$ cat config.mk
export PLATFORM = sky130hd
export DESIGN_NAME = cpu_sequencer_flat
export DESIGN_NICKNAME = d
export VERILOG_FILES = /design/src/rtl/cpu_sequencer_if.sv /design/src/rtl/cpu_sequencer.sv /design/src/flat_wrapper.sv
export SDC_FILE = /design/constraint.sdc
export NUM_CORES = 1
export LEC_CHECK = 0
export BUFFER_PORTS_ARGS = -buffer_cell sky130_fd_sc_hd__buf_2
export CAP_MARGIN = 20
export CORE_ASPECT_RATIO = 0.8
export CORE_UTILIZATION = 50
export CTS_CLUSTER_SIZE = 14
export DETAILED_ROUTE_END_ITERATION = 8
export GPL_ROUTABILITY_DRIVEN = 0
export GPL_TIMING_DRIVEN = 0
export HOLD_SLACK_MARGIN = 0.02
export PLACE_DENSITY = 0.84
export SYNTH_ARGS = -nofsm -noshare
export SYNTH_HDL_FRONTEND = slang
export SYNTH_SLANG_ARGS = --single-unit
export TNS_END_PERCENT = 100
$ cat constraint.sdc
create_clock -name clk -period 3.8 [get_ports clk]
set_input_delay 0.19 -clock clk [delete_from_list [all_inputs] [get_ports clk]]
set_output_delay 0.19 -clock clk [all_outputs]
set_load 0.005 [all_outputs]
$ cat src/rtl/cpu_sequencer_if.sv
// Bus between the CPU sequencer and its surroundings: the run control,
// the instruction-memory fetch handshake, the ALU/accumulator controls
// and the status flags.
interface cpu_sequencer_if #(
    parameter int ADDR_W = 4,
    parameter int DATA_W = 8
);
    logic              start;
    logic              imem_req;
    logic [ADDR_W-1:0] imem_addr;
    logic              imem_valid;
    logic [DATA_W-1:0] imem_data;
    logic [1:0]        alu_op;
    logic [3:0]        alu_operand;
    logic              acc_we;
    logic              retire;
    logic [ADDR_W-1:0] pc_out;
    logic              halted;
    logic              err;

    // The sequencer side
    modport master (
        input  start, imem_valid, imem_data,
        output imem_req, imem_addr, alu_op, alu_operand,
               acc_we, retire, pc_out, halted, err
    );

    // The memory / datapath / run-control side
    modport slave (
        output start, imem_valid, imem_data,
        input  imem_req, imem_addr, alu_op, alu_operand,
               acc_we, retire, pc_out, halted, err
    );
endinterface

$ cat src/rtl/cpu_sequencer.sv
// Multi-cycle control FSM for the simple-ISA CPU. Owns the program counter,
// fetches instructions with a req/valid handshake, decodes the 2-bit opcode
// into ALU/accumulator controls, follows jumps, halts on a jump to itself
// and raises a sticky error when a fetch is never answered.
module cpu_sequencer #(
    parameter int ADDR_W        = 4,
    parameter int DATA_W        = 8,
    parameter int FETCH_TIMEOUT = 15
) (
    input  logic              clk,
    input  logic              reset,
    cpu_sequencer_if.master   bus
);

    localparam logic [2:0] IDLE   = 3'd0;
    localparam logic [2:0] FETCH  = 3'd1;
    localparam logic [2:0] DECODE = 3'd2;
    localparam logic [2:0] EXEC   = 3'd3;
    localparam logic [2:0] HALT   = 3'd4;
    localparam logic [2:0] ERROR  = 3'd5;

    localparam logic [1:0] OP_JUMP       = 2'b11;
    localparam logic [7:0] TIMEOUT_LIMIT = 8'(FETCH_TIMEOUT);

    logic [2:0]        state_q, state_d;
    logic [ADDR_W-1:0] pc_q, pc_d;
    logic [DATA_W-1:0] ir_q, ir_d;
    logic [7:0]        timeoutCnt_q, timeoutCnt_d;

    logic [1:0]        opcode;
    logic [3:0]        operand;
    logic [ADDR_W-1:0] jumpTarget;
    logic              isJump;
    logic              selfJump;
    logic              unused_irBits;

    assign opcode        = ir_q[7:6];
    assign operand       = ir_q[3:0];
    assign unused_irBits = ^ir_q[5:4];
    assign jumpTarget    = ADDR_W'(operand);
    assign isJump        = (opcode == OP_JUMP);
    assign selfJump      = isJump && (jumpTarget == pc_q);

    // Next-state logic: sequencing, instruction capture, pc update, fetch timeout
    always_comb begin
        state_d      = state_q;
        pc_d         = pc_q;
        ir_d         = ir_q;
        timeoutCnt_d = timeoutCnt_q;
        case (state_q)
            IDLE: begin
                if (bus.start) begin
                    state_d      = FETCH;
                    timeoutCnt_d = '0;
                end
            end
            FETCH: begin
                if (bus.imem_valid) begin
                    ir_d    = bus.imem_data;
                    state_d = DECODE;
                end else begin
                    timeoutCnt_d = timeoutCnt_q + 8'd1;
                    if (timeoutCnt_d == TIMEOUT_LIMIT) begin
                        state_d = ERROR;
                    end
                end
            end
            DECODE: begin
                state_d = EXEC;
            end
            EXEC: begin
                if (selfJump) begin
                    state_d = HALT;
                end else begin
                    pc_d         = isJump ? jumpTarget : pc_q + ADDR_W'(1);
                    state_d      = FETCH;
                    timeoutCnt_d = '0;
                end
            end
            HALT:    state_d = HALT;
            ERROR:   state_d = ERROR;
            default: state_d = IDLE;
        endcase
    end

    // State registers with synchronous active-low reset
    always_ff @(posedge clk) begin
        if (!reset) begin
            state_q      <= IDLE;
            pc_q         <= '0;
            ir_q         <= '0;
            timeoutCnt_q <= '0;
        end else begin
            state_q      <= state_d;
            pc_q         <= pc_d;
            ir_q         <= ir_d;
            timeoutCnt_q <= timeoutCnt_d;
        end
    end

    assign bus.imem_req    = (state_q == FETCH);
    assign bus.imem_addr   = pc_q;
    assign bus.pc_out      = pc_q;
    assign bus.alu_op      = opcode;
    assign bus.alu_operand = operand;
    assign bus.acc_we      = (state_q == EXEC) && !isJump;
    assign bus.retire      = (state_q == EXEC) && !selfJump;
    assign bus.halted      = (state_q == HALT);
    assign bus.err         = (state_q == ERROR);

endmodule

$ cat src/flat_wrapper.sv
// flat-port wrapper written by rule: the top's interface ports become plain ports
module cpu_sequencer_flat 
#(
    parameter int ADDR_W        = 4,
    parameter int DATA_W        = 8,
    parameter int FETCH_TIMEOUT = 15
)
  (clk, reset, bus_start, bus_imem_valid, bus_imem_data, bus_imem_req, bus_imem_addr, bus_alu_op, bus_alu_operand, bus_acc_we, bus_retire, bus_pc_out, bus_halted, bus_err);
  cpu_sequencer_if #(.ADDR_W(ADDR_W), .DATA_W(DATA_W)) bus_i ();
  input  logic clk;
  input  logic reset;
  input wire logic [$bits(bus_i.start)-1:0] bus_start;
  input wire logic [$bits(bus_i.imem_valid)-1:0] bus_imem_valid;
  input wire logic [$bits(bus_i.imem_data)-1:0] bus_imem_data;
  output wire logic [$bits(bus_i.imem_req)-1:0] bus_imem_req;
  output wire logic [$bits(bus_i.imem_addr)-1:0] bus_imem_addr;
  output wire logic [$bits(bus_i.alu_op)-1:0] bus_alu_op;
  output wire logic [$bits(bus_i.alu_operand)-1:0] bus_alu_operand;
  output wire logic [$bits(bus_i.acc_we)-1:0] bus_acc_we;
  output wire logic [$bits(bus_i.retire)-1:0] bus_retire;
  output wire logic [$bits(bus_i.pc_out)-1:0] bus_pc_out;
  output wire logic [$bits(bus_i.halted)-1:0] bus_halted;
  output wire logic [$bits(bus_i.err)-1:0] bus_err;
  assign bus_i.start = bus_start;
  assign bus_i.imem_valid = bus_imem_valid;
  assign bus_i.imem_data = bus_imem_data;
  assign bus_imem_req = bus_i.imem_req;
  assign bus_imem_addr = bus_i.imem_addr;
  assign bus_alu_op = bus_i.alu_op;
  assign bus_alu_operand = bus_i.alu_operand;
  assign bus_acc_we = bus_i.acc_we;
  assign bus_retire = bus_i.retire;
  assign bus_pc_out = bus_i.pc_out;
  assign bus_halted = bus_i.halted;
  assign bus_err = bus_i.err;
  cpu_sequencer #(.ADDR_W(ADDR_W), .DATA_W(DATA_W), .FETCH_TIMEOUT(FETCH_TIMEOUT)) u_core (.clk(clk), .reset(reset), .bus(bus_i));
endmodule
==> results.md <==
- After synthesis, the cell types taking the most area are dfxtp_1 30%, mux2i_1 7.2%, nor2_1 4.0%.
- The clock sink total is 21.
- The setup total negative slack is 0 ns.
- The number of hold-slack violations in the final timing report was 0.
- The standard cell core area is between 2000 and 3000 µm².
- The effective utilization at floorplan is roughly 55%.
- The portion of the post-synthesis area used by sequential elements is between 30 and 40%.
- Buffers placed on the I/O ports in this run total 27.
- Of the available clock period, the critical path in the final layout requires 55.3%.
- From bottom edge to top edge, the die measures roughly 50 µm.
- The number of antenna violations at the first check in global routing is 0.
- The critical hold path startpoint is bus_imem_data[7].
- STA puts the critical path data arrival time at between 1.5 and 2 ns.
- The repair_antennas step left the layout with diodes totalling 0.
- The number of global-route vias before repair came to between 1k and 1.5k.
- The power per standard cell area is ~280 nW/µm².
- In this run the cell area measured after placement is around 1600 µm².
- The wire-length estimate of the detail-placed layout is around 2500 µm.
- The post-CTS setup repair buffer count is 0.
- The register bit total from synthesis is 21.
- TritonCTS built the clock tree.
- The synthesized netlist occupies a cell area of 1400 µm².
- Entering global routing, the biggest net connects 13 pins.
- The slew at the pin with the worst max-slew slack is 0.555 ns.
- In this run the core area contains 16 standard-cell rows.
- The total CTS buffers is 3.
- The number of placed instances, taps included is 230.
- The class of the tightest hold or removal check is input port to register.
- The number of nets in the finished design is roughly 210.
- The later pin in the worst-skew pair is clocked with a latency of a little over 0.3 ns.
- Setup violations remaining at the end of the flow were counted as 0.
- The detail route stage leaves a number of antenna-violating nets equal to 0.
- The post-layout total power is between 0.4 and 0.5 mW.
- In this design, the stage delay of the slowest critical-path cell is about 0.53 ns.
- In this run the number of H-tree levels came out at 1.
- The run finished with clean final reports.
- The number of pins with negative max-slew slack in the final report is 0.
- The signal on the critical path passes through xor2_1, nor4_4, a21oi_1, buf_2.
- The total overflow left after global routing is 0.
- The share of layout cells above drive strength 1 is about a quarter.
- The most used flip-flop cell after synthesis is dfxtp_1.
- Clock tree synthesis selected as its root buffer the cell clkbuf_4.
- Clock skew on the completed layout was measured at slightly below 0.004 ns.
- Leaving out filler cells and counting taps, the final layout contains 234.
- The worst register-to-register path begins at u_core.timeoutCnt_q[0].
- The number of distinct library cell variants in the gate-level netlist after synthesis is 51.
- The final standard cell area without fillers is roughly 1600 µm².
- The share of flip-flops with an asynchronous set or reset after synthesis is 0%.
- STA classifies the critical path startpoint as a register.
- The floorplan step defined a die boundary enclosing around 3000 µm².
- The clock-pin slew on the worst setup and hold paths is approximately 0.12 ns.
- The Yosys step of the flow raised 0 warnings.
- The critical path required time is approximately 3.6 ns.
- The worst setup path is captured at an output port.
- Setup repair after global routing left no endpoint under its margin.
- From synthesis to final layout, the design area changed by 14.9%.
- After detailed routing, the number of remaining DRC violations is 0.
- The worst reg2reg path endpoint is u_core.timeoutCnt_q[6].
- The critical path is of the register to output port type.
- Counting every net in the synthesized netlist gives around 180.
- The mean instance size in the synthesized netlist is 8.36 µm².
- The category of cells accounting for the largest share of critical-path delay is flip-flops.
- VDD sags by at most 0.220 mV.
- The total via count after detailed routing is roughly 1.4k.
- Of all nets on the critical path, the largest fanout is 10.
- The cell with the most instances after synthesis is dfxtp_1.
- Cells fill 63.1% of the core in the end.
- The number of filler instances in the final layout is 232.
- The share of Yosys cell area claimed by the top area cell type is 30.1%.
- The register-to-register setup slack is slightly below 2 ns.
- The count of hold-fix buffers inserted at cts is 0.
- The number of buffers and inverters on the critical path is 1.
- The instance count along the most critical hold path is 3.
- The global routing usage summed across all routing layers is around 25%.
- The worst slack at placement is a little over 2 ns.
- The via density per instance is a little under 6.
- The final hold slack is roughly 0.10 ns.
- Once the clock tree was built, the resizer swapped 0 gates to a different size.
- The first-pass iteration count of the detailed router is 4.
- The wire length reported by the detailed router is about 3300 µm.
- The detailed-route wire length per cell is between 10 and 15 µm.
- The end of the worst hold path is u_core.ir_q[7].
- The worst reg2reg path depth is 5.
- The library cell occupying the most area in the post-synthesis netlist is dfxtp_1.
- The number of top-level pins is 31.
- In the synthesized netlist, the cells that appear most often are 21 x dfxtp_1, 15 x nor2_1, 10 x mux2i_1, 10 x nand2_1, 10 x o21ai_0.
- In this run the static leakage power is 0.692 nW.
- The worst path meets setup with 1.70 ns of slack.
- The number of flops mapped to enable cells by yosys is 0.
- Across the run, the number of max-cap violations was 0.
- The first global-routing pass estimated 5600 µm of wire.
- The die extent in x is a little over 60 µm.
- The detailed router finished its first iteration with 96 violations.
- Timing would allow up to 475 MHz.
- The cell count after synthesis came out at approximately 170.
- The maximum buffer depth of the clock tree is 2.
- The largest individual stage delay along the critical path comes from the cell dfxtp_1.
- The worst slew margin relative to its limit is between 60% and 70%.
- The shortest period the worst path allows is 2.10 ns.
==> how the worst max path moves through the flow <==
stage | startpoint | endpoint | cells past startpoint
finish | u_core.bus.imem_addr[0] | bus_retire | 4
global route | u_core.bus.imem_addr[0] | bus_retire | 4
CTS | u_core.bus.imem_addr[0] | bus_retire | 4
detailed placement | u_core.bus.imem_addr[0] | u_core.bus.imem_addr[2] | 4
global placement | u_core.timeoutCnt_q[0] | u_core.timeoutCnt_q[6] | 5
floorplan | u_core.bus.imem_addr[0] | u_core.bus.imem_addr[2] | 4
==> kinds of logic after synthesis <==
| logic type | share of synthesized area, % |
|---|---|
| and+or+nand+nor | 27.7 |
| AOI/OAI and AO/OA | 21.1 |
| DFF | 30.1 |
| buffers and inverters | 7.53 |
| muxes | 7.17 |
| xor gates and xnor gates | 3.76 |
| adders and majority gates | 2.69 |
==> state kept, by name, indices dropped and copies added, names as in the netlist <==
signal	cells
u_core.state_q	3
u_core.bus.imem_addr	4
u_core.timeoutCnt_q	8
u_core.ir_q	6
==> worst register-to-register path: stages, from the launching register on <==
cell	delay, ns
dfxtp_1	0.45
ha_1	0.24
nand3_1	0.20
or3_1	0.41
a211o_1	0.31
mux2i_1	0.14
==> per-layer routing <==
layer,global-route usage [%],part of all wire (%),wire length (µm)
met1,33.8,47,1570
met2,37.0,46,1550
met3,8.22,6.3,209
met4,4.92,0.39,13
met5,0,0,0
==> report_power, final <==
group	switching, mW	total, mW	leakage [nW]	internal, mW
clock	0.0725	0.112	0.0177	0.0394
combinational	0.0543	0.0944	0.504	0.0401
sequential	0.00882	0.236	0.170	0.227
==> layout by cell type (no fill, tap or decap), drive strengths merged, types with 4 or more instances in the layout <==
| master | instances |
|---|---|
| mux2i | 10 |
| inv | 4 |
| o21ai | 11 |
| nand2 | 10 |
| nor2 | 15 |
| buf | 35 |
| and2 | 4 |
| clkbuf | 11 |
| and3 | 5 |
| a21oi | 7 |
| nand2b | 5 |
| dfxtp | 21 |
| nand3 | 6 |
| xor2 | 6 |
==> area by class of cell <==
cell class	count	area [µm²]	share of cell area (%)
clock buffer	3	22.5	1.40
multi-input combinational	126	871	54.3
tap	36	45.0	2.81
clock inverter	1	5.00	0.312
buffer	16	90.1	5.62
timing repair buffer	27	135	8.42
sequential	21	420	26.2
inverter	4	15.0	0.936
Power figures use the tool's default switching activity.
